`src/rtl/lsu_mem_master.sv`:
```
// Load/store unit memory master.
// Takes one load/store request at a time and drives a word-organised memory
// with a synchronous read. An access that crosses a word boundary becomes
// two word transactions. Load data comes back sign- or zero-extended.
// Ports:
//   clk, rstn                      clock, asynchronous active-low reset
//   reqValid/reqReady              request handshake (reqReady high only in IDLE)
//   reqAddr/reqWdata/reqOp/reqWe   byte address, right-aligned store data, op, store flag
//   respValid/respReady            response handshake
//   respData/respErr               extended load data, error flag
//   memAddr/memWdata/memWmask      word address, lane-shifted write data, byte enables
//   memWe/memRe/memRdata           write strobe, read strobe, read data (one cycle after memRe)
module lsu_mem_master #(
  parameter int unsigned addrWidth       = 32,
  parameter bit          allowMisaligned = 1'b1
) (
  input  logic                 clk,
  input  logic                 rstn,
  input  logic                 reqValid,
  output logic                 reqReady,
  input  logic [addrWidth-1:0] reqAddr,
  input  logic [31:0]          reqWdata,
  input  logic [2:0]           reqOp,
  input  logic                 reqWe,
  output logic                 respValid,
  input  logic                 respReady,
  output logic [31:0]          respData,
  output logic                 respErr,
  output logic [addrWidth-1:0] memAddr,
  output logic [31:0]          memWdata,
  output logic [3:0]           memWmask,
  output logic                 memWe,
  output logic                 memRe,
  input  logic [31:0]          memRdata
);

  localparam int unsigned DataWidth = 32;

  typedef enum logic [2:0] {
    S_IDLE    = 3'd0,
    S_ISSUE0  = 3'd1,
    S_ISSUE1  = 3'd2,
    S_CAPTURE = 3'd3,
    S_RESP    = 3'd4
  } state_e;

  state_e state_q, state_d;

  // Latched request and first read word
  logic [addrWidth-1:0] addr_q, addr_d;
  logic [DataWidth-1:0] wdata_q, wdata_d;
  logic [2:0]           op_q, op_d;
  logic                 we_q, we_d;
  logic [DataWidth-1:0] lo_q, lo_d;

  // Output registers
  logic                 req_ready_q, req_ready_d;
  logic                 resp_valid_q, resp_valid_d;
  logic [DataWidth-1:0] resp_data_q, resp_data_d;
  logic                 resp_err_q, resp_err_d;
  logic [addrWidth-1:0] mem_addr_q, mem_addr_d;
  logic [DataWidth-1:0] mem_wdata_q, mem_wdata_d;
  logic [3:0]           mem_wmask_q, mem_wmask_d;
  logic                 mem_we_q, mem_we_d;
  logic                 mem_re_q, mem_re_d;

  logic accept;
  assign accept = reqValid && (state_q == S_IDLE);

  // Capture the request on accept, otherwise hold
  always_comb begin
    addr_d  = addr_q;
    wdata_d = wdata_q;
    op_d    = op_q;
    we_d    = we_q;
    if (accept) begin
      addr_d  = reqAddr;
      wdata_d = reqWdata;
      op_d    = reqOp;
      we_d    = reqWe;
    end
  end

  // Lane math, evaluated on the request as it will be held next cycle
  logic [1:0]           off;
  logic [3:0]           size_mask;
  logic [7:0]           mask8;
  logic [63:0]          wide;
  logic                 split;
  logic [addrWidth-1:0] word_a;
  logic [addrWidth-1:0] word_b;
  logic                 op_legal;
  logic                 misaligned;
  logic                 illegal;

  assign off    = addr_d[1:0];
  assign mask8  = {4'b0000, size_mask} << off;
  assign wide   = {32'h0, wdata_d} << {off, 3'b000};
  assign split  = |mask8[7:4];
  assign word_a = {addr_d[addrWidth-1:2], 2'b00};
  assign word_b = word_a + addrWidth'(4);

  always_comb begin
    case (op_d[1:0])
      2'd0:    size_mask = 4'b0001;
      2'd1:    size_mask = 4'b0011;
      default: size_mask = 4'b1111;
    endcase
  end

  always_comb begin
    case (op_d)
      3'd0, 3'd1, 3'd2: op_legal = 1'b1;
      3'd4, 3'd5:       op_legal = !we_d;
      default:          op_legal = 1'b0;
    endcase
  end

  assign misaligned = ((op_d[1:0] == 2'd1) && off[0]) ||
                      ((op_d[1:0] == 2'd2) && (off != 2'd0));
  assign illegal    = !op_legal || (!allowMisaligned && misaligned);

  // Load data assembly: the high word is the current read only for split loads
  logic [63:0]          rd_pair;
  logic [63:0]          rd_pair_sh;
  logic [DataWidth-1:0] rd_shift;
  logic [DataWidth-1:0] load_data;

  assign rd_pair    = split ? {memRdata, lo_q} : {32'h0, memRdata};
  assign rd_pair_sh = rd_pair >> {off, 3'b000};
  assign rd_shift   = rd_pair_sh[31:0];

  always_comb begin
    case (op_q)
      3'd0:    load_data = {{24{rd_shift[7]}}, rd_shift[7:0]};
      3'd1:    load_data = {{16{rd_shift[15]}}, rd_shift[15:0]};
      3'd4:    load_data = {24'h0, rd_shift[7:0]};
      3'd5:    load_data = {16'h0, rd_shift[15:0]};
      default: load_data = rd_shift;
    endcase
  end

  assign lo_d = (state_q == S_ISSUE1) ? memRdata : lo_q;

  // State register
  always_ff @(posedge clk or negedge rstn) begin
    if (!rstn) begin
      state_q <= S_IDLE;
    end else begin
      state_q <= state_d;
    end
  end

  // Next-state logic
  always_comb begin
    state_d = state_q;
    case (state_q)
      S_IDLE: begin
        if (accept) begin
          state_d = illegal ? S_RESP : S_ISSUE0;
        end
      end
      S_ISSUE0: begin
        if (split) begin
          state_d = S_ISSUE1;
        end else begin
          state_d = we_q ? S_RESP : S_CAPTURE;
        end
      end
      S_ISSUE1:  state_d = we_q ? S_RESP : S_CAPTURE;
      S_CAPTURE: state_d = S_RESP;
      S_RESP: begin
        if (respReady) begin
          state_d = S_IDLE;
        end
      end
      default:   state_d = S_IDLE;
    endcase
  end

  // Output logic: values for the state being entered, registered below
  always_comb begin
    req_ready_d  = (state_d == S_IDLE);
    resp_valid_d = 1'b0;
    resp_data_d  = '0;
    resp_err_d   = 1'b0;
    mem_addr_d   = '0;
    mem_wdata_d  = '0;
    mem_wmask_d  = 4'b0000;
    mem_we_d     = 1'b0;
    mem_re_d     = 1'b0;
    case (state_d)
      S_ISSUE0: begin
        mem_addr_d = word_a;
        if (we_d) begin
          mem_we_d    = 1'b1;
          mem_wmask_d = mask8[3:0];
          mem_wdata_d = wide[31:0];
        end else begin
          mem_re_d = 1'b1;
        end
      end
      S_ISSUE1: begin
        mem_addr_d = word_b;
        if (we_d) begin
          mem_we_d    = 1'b1;
          mem_wmask_d = mask8[7:4];
          mem_wdata_d = wide[63:32];
        end else begin
          mem_re_d = 1'b1;
        end
      end
      S_RESP: begin
        resp_valid_d = 1'b1;
        if (state_q == S_RESP) begin
          resp_data_d = resp_data_q;
          resp_err_d  = resp_err_q;
        end else if (state_q == S_CAPTURE) begin
          resp_data_d = load_data;
        end else if (state_q == S_IDLE) begin
          resp_err_d = 1'b1;
        end
      end
      default: ;
    endcase
  end

  // Datapath and output registers
  always_ff @(posedge clk or negedge rstn) begin
    if (!rstn) begin
      addr_q       <= '0;
      wdata_q      <= '0;
      op_q         <= 3'd0;
      we_q         <= 1'b0;
      lo_q         <= '0;
      req_ready_q  <= 1'b1;
      resp_valid_q <= 1'b0;
      resp_data_q  <= '0;
      resp_err_q   <= 1'b0;
      mem_addr_q   <= '0;
      mem_wdata_q  <= '0;
      mem_wmask_q  <= 4'b0000;
      mem_we_q     <= 1'b0;
      mem_re_q     <= 1'b0;
    end else begin
      addr_q       <= addr_d;
      wdata_q      <= wdata_d;
      op_q         <= op_d;
      we_q         <= we_d;
      lo_q         <= lo_d;
      req_ready_q  <= req_ready_d;
      resp_valid_q <= resp_valid_d;
      resp_data_q  <= resp_data_d;
      resp_err_q   <= resp_err_d;
      mem_addr_q   <= mem_addr_d;
      mem_wdata_q  <= mem_wdata_d;
      mem_wmask_q  <= mem_wmask_d;
      mem_we_q     <= mem_we_d;
      mem_re_q     <= mem_re_d;
    end
  end

  assign reqReady  = req_ready_q;
  assign respValid = resp_valid_q;
  assign respData  = resp_data_q;
  assign respErr   = resp_err_q;
  assign memAddr   = mem_addr_q;
  assign memWdata  = mem_wdata_q;
  assign memWmask  = mem_wmask_q;
  assign memWe     = mem_we_q;
  assign memRe     = mem_re_q;

endmodule

```
`config.mk`:
```
export PLATFORM = sky130hd
export DESIGN_NAME = lsu_mem_master
export DESIGN_NICKNAME = d
export VERILOG_FILES = /design/src/rtl/lsu_mem_master.sv
export SDC_FILE = /design/constraint.sdc
export NUM_CORES = 1
export LEC_CHECK = 0
export ABC_AREA = 0
export CORE_ASPECT_RATIO = 1.25
export CORE_MARGIN = 4
export CORE_UTILIZATION = 42
export CTS_BUF_LIST = sky130_fd_sc_hd__clkbuf_16
export CTS_CLUSTER_DIAMETER = 100
export DETAILED_ROUTE_END_ITERATION = 6
export GPL_TIMING_DRIVEN = 0
export HOLD_SLACK_MARGIN = 0.12
export PLACE_DENSITY = 0.67
export SLEW_MARGIN = 0
export SYNTH_ARGS = -nofsm -noshare
export SYNTH_HDL_FRONTEND = slang
export SYNTH_SLANG_ARGS = --single-unit
```
`constraint.sdc`:
```
create_clock -name clk -period 4.5 [get_ports clk]
set_input_delay 0.45 -clock clk [delete_from_list [all_inputs] [get_ports clk]]
set_output_delay 0.45 -clock clk [all_outputs]
set_load 0.005 [all_outputs]
```
==> impl_metrics.ini <==
[placement]
gp_congestion = 0.9237
io_buffers = 204
dp_hpwl_um = 25510
dpl_worst_slack_ns = -0.1015
dp_cells = 1576

[die]
die_w_um = 149.3
initial_core_util = 0.4279
core_mm2 = 0.02450
io_pins = 209
row_count = 64
die_area_mm2 = 0.02757
die_y_um = 184.7

[setup_path]
cp.required_ns = 4.85
worstPathMaxFanout = 10
r2r_end = memAddr[18]
cp-startpoint = state_q[1]
critical_path.cell_chain = buf_2, or4b_4, buf_6, buf_6, buf_6, buf_2, buf_4, buf_6, buf_2, nand2_1, nand2_1, ha_1, o2111ai_1, nor3_2, nand4_1, xnor2_1, o22ai_1
cp.arrival_ns = 4.53
critPathKind = flip-flop to flip-flop
cp_common_cell = buf_6
r2r_setup_slack_ns = 0.32
critPathCapture = memAddr[18]
reg2reg_from = state_q[1]
r2r_cells = 17
end_kind = flip-flop
start_kind = flip-flop
crit_slowest_cell = nor3_2
slowest_delay_ns = 0.61

[clock_tree]
clockRootBuffer = clkbuf_16
htreeDepth = 1
cts_made_buffers = 23
cts_buffer_depth = 3
ctsResizeCount = 0
cts_tree = yes
clkTransAtPathRegs_ns = 0.06
clock-sinks = 205
clkLatencyLatePin_ns = 0.51

[flow_run]
maxCapViolCount = 0

[drt]
routedWlPerCell_um = 21.31
wl_met1_um = 13570
drc = 0
routed_wl_um = 34500
post_drt_via_cell_ratio = 5.610
ant_nets = 0
wl_met3_um = 2530
top_layer = met4
first_iter_violations = 550
via_count = 9082
wl_met2_um = 16900
detail_route.first_pass.iterations = 5

[global_route]
grt_antenna_before_repair = 1
grt_remaining_overflow = 0
grt_max_degree = 122
grt_pass1_vias = 9414
grt_pass1_wl_um = 52510
grt_util_all_layers = 0.2453

[synth]
ys_types = 66
synth_compound_area_frac = 0.1465
synthMuxAreaShare = 0.1501
synth_xor_area_frac = 0.02005
synth_top_family_by_area = multiplexers
syn_inst = 1040
postSynth.asyncResetShare = 1.000
synth_edf_count = 0
ys_seq_area_frac = 0.4894
yosysWarningCount = 0
avgSynthCellArea_um2 = 10.08
synth_fa_ha_area_frac = 0.001193
yosys.area_share.simple = 0.1352
synth_ff_type = dfrtp_1
syn_area_mm2 = 0.01049
synth_seq_cells = 205

[timing]
max_slew_margin = 0.2374
fin_worst_skew_ns = 0.01084
setup_slack_ns = 0.3248
finalSetupViolations = 0
finalCritPeriodShare = 0.9278
slew_violations = 0
max_freq_ghz = 0.2395
rsz0062_at_grt = no
period_minus_slack_ns = 4.175
worstMarginPinSlew_ns = 1.128
hold_viol = 0

[layout]
drive_gt1_frac = 0.1110
stdcell_count = 1619
final_cell_mix = dfrtp_1 (204), clkdlybuf4s50_1 (203), nand2_1 (144)
areaGrowthSynthToFinish_pct = 30.93
finalNetCount = 1377
final_common_cell = dfrtp_1

[pwr]
power.density_mw_per_mm2 = 682.4
leakage_uw = 0.006239
peakVddDrop_mv = 0.4044

[run_status]
status = complete, no violations

[min_path]
hold_class = flip-flop to flip-flop
min-delay-start = respData[6]
-- registers in the layout, indices dropped and copies added (netlist names) --
signal     flops
memRe          1
reqReady       1
we_q           1
memWe          1
memWdata      32
wdata_q       32
lo_q          31
respData      32
respErr        1
op_q           3
addr_q        32
state_q        3
respValid      1
memAddr       30
memWmask       4
-- power breakdown --
group	switching (uW)	internal (uW)	total, uW
logic	2810	1930	4740
registers	294	2470	2770
clock network	759	1100	1860
-- timing repair --
action,4_1_cts,5_1_grt
setup buffers,0,0
hold buffers,1,0
hold endpoints to repair,83,0
-- worst max-delay path, delay by kind of cell, from the launching register on --
kind / cells / cell delay, ns
flip-flops: 1 / 0.32
AND/OR/NAND/NOR: 5 / 1.17
XOR/XNOR: 1 / 0.18
adder cells (fa/ha/maj): 1 / 0.22
buffers and inverters: 8 / 1.70
AO/OA/AOI/OAI: 2 / 0.42
-- layer usage --
layer / GRT usage / vias to the layer above
met5: 0 / -
met4: 0.1070 / 0
met3: 0.05140 / 86
met2: 0.4200 / 390
met1: 0.2991 / 4447
li1: - / 4159
-- logic make-up (layout without fill, tap and decap cells) --
group           after synthesis  in the layout
other cells                   1              3
compound gates              220            220
flops                       205            205
mux                         150            150
xor+xnor                     24             24
fa+ha+maj                     1              1
buf+inv                     131            378
simple gates                308            308
-- stage by stage --
stage	TNS, ns	utilization	instance area (um2)	hold slack, ns	total power, uW
after floorplan	0	-	10490	0.1544	5887
after global placement	-1175.92	0.5282	12940	0.4681	7418
after detailed placement	-0.4448	0.5296	12980	0.4714	7480
after CTS	0	0.5602	13730	0.4844	9382
after global routing	0	0.5603	13730	0.5108	9948
final	0	0.5603	13730	0.4805	9368
-- area by class of cell --
type	instances	area, um2
fillers	2210	10780
flip-flops and latches	205	5131
multi-input cells	705	4758
repair buffers	206	2085
clock buffers	23	575.6
well taps	330	412.9
plain buffers	69	366.6
inverters	62	232.7
clock inverters	18	163.9
diodes	1	2.502
-- worst min-delay path by stage --
stage / to / slack (ns) / cells after the start
2_1_floorplan: addr_q[0] / 0.15 / 0
3_3_place_gp: respData[0] / 0.47 / 2
3_5_place_dp: respData[6] / 0.47 / 2
4_1_cts: respData[6] / 0.48 / 2
5_1_grt: respData[3] / 0.51 / 2
6_report: respData[6] / 0.48 / 2
-- cells in the mapped netlist, drive strengths merged, types with 2 or more instances --
cell type | count | share of area
nor3 | 12 | 0.0062
clkbuf | 39 | 0.014
nand3 | 38 | 0.018
mux2 | 48 | 0.052
and3 | 12 | 0.0072
mux2i | 102 | 0.099
nand4 | 9 | 0.0054
buf | 30 | 0.021
xnor2 | 23 | 0.019
or2 | 9 | 0.0054
or3 | 9 | 0.0054
a221oi | 16 | 0.015
a211oi | 11 | 0.0079
nor4b | 2 | 0.0017
a22o | 6 | 0.0050
a21oi | 62 | 0.034
o22ai | 37 | 0.022
nor2 | 51 | 0.019
dfrtp | 204 | 0.49
inv | 62 | 0.022
nor4 | 4 | 0.0024
o221a | 7 | 0.0075
nand3b | 3 | 0.0021
a22oi | 16 | 0.011
nand2 | 145 | 0.052
o221ai | 4 | 0.0033
a31oi | 9 | 0.0054
a21boi | 2 | 0.0014
a21o | 6 | 0.0043
o211ai | 10 | 0.0072
o21ai | 23 | 0.011
and2 | 5 | 0.0030
nand2b | 4 | 0.0024
Power figures use the tool's default switching activity.
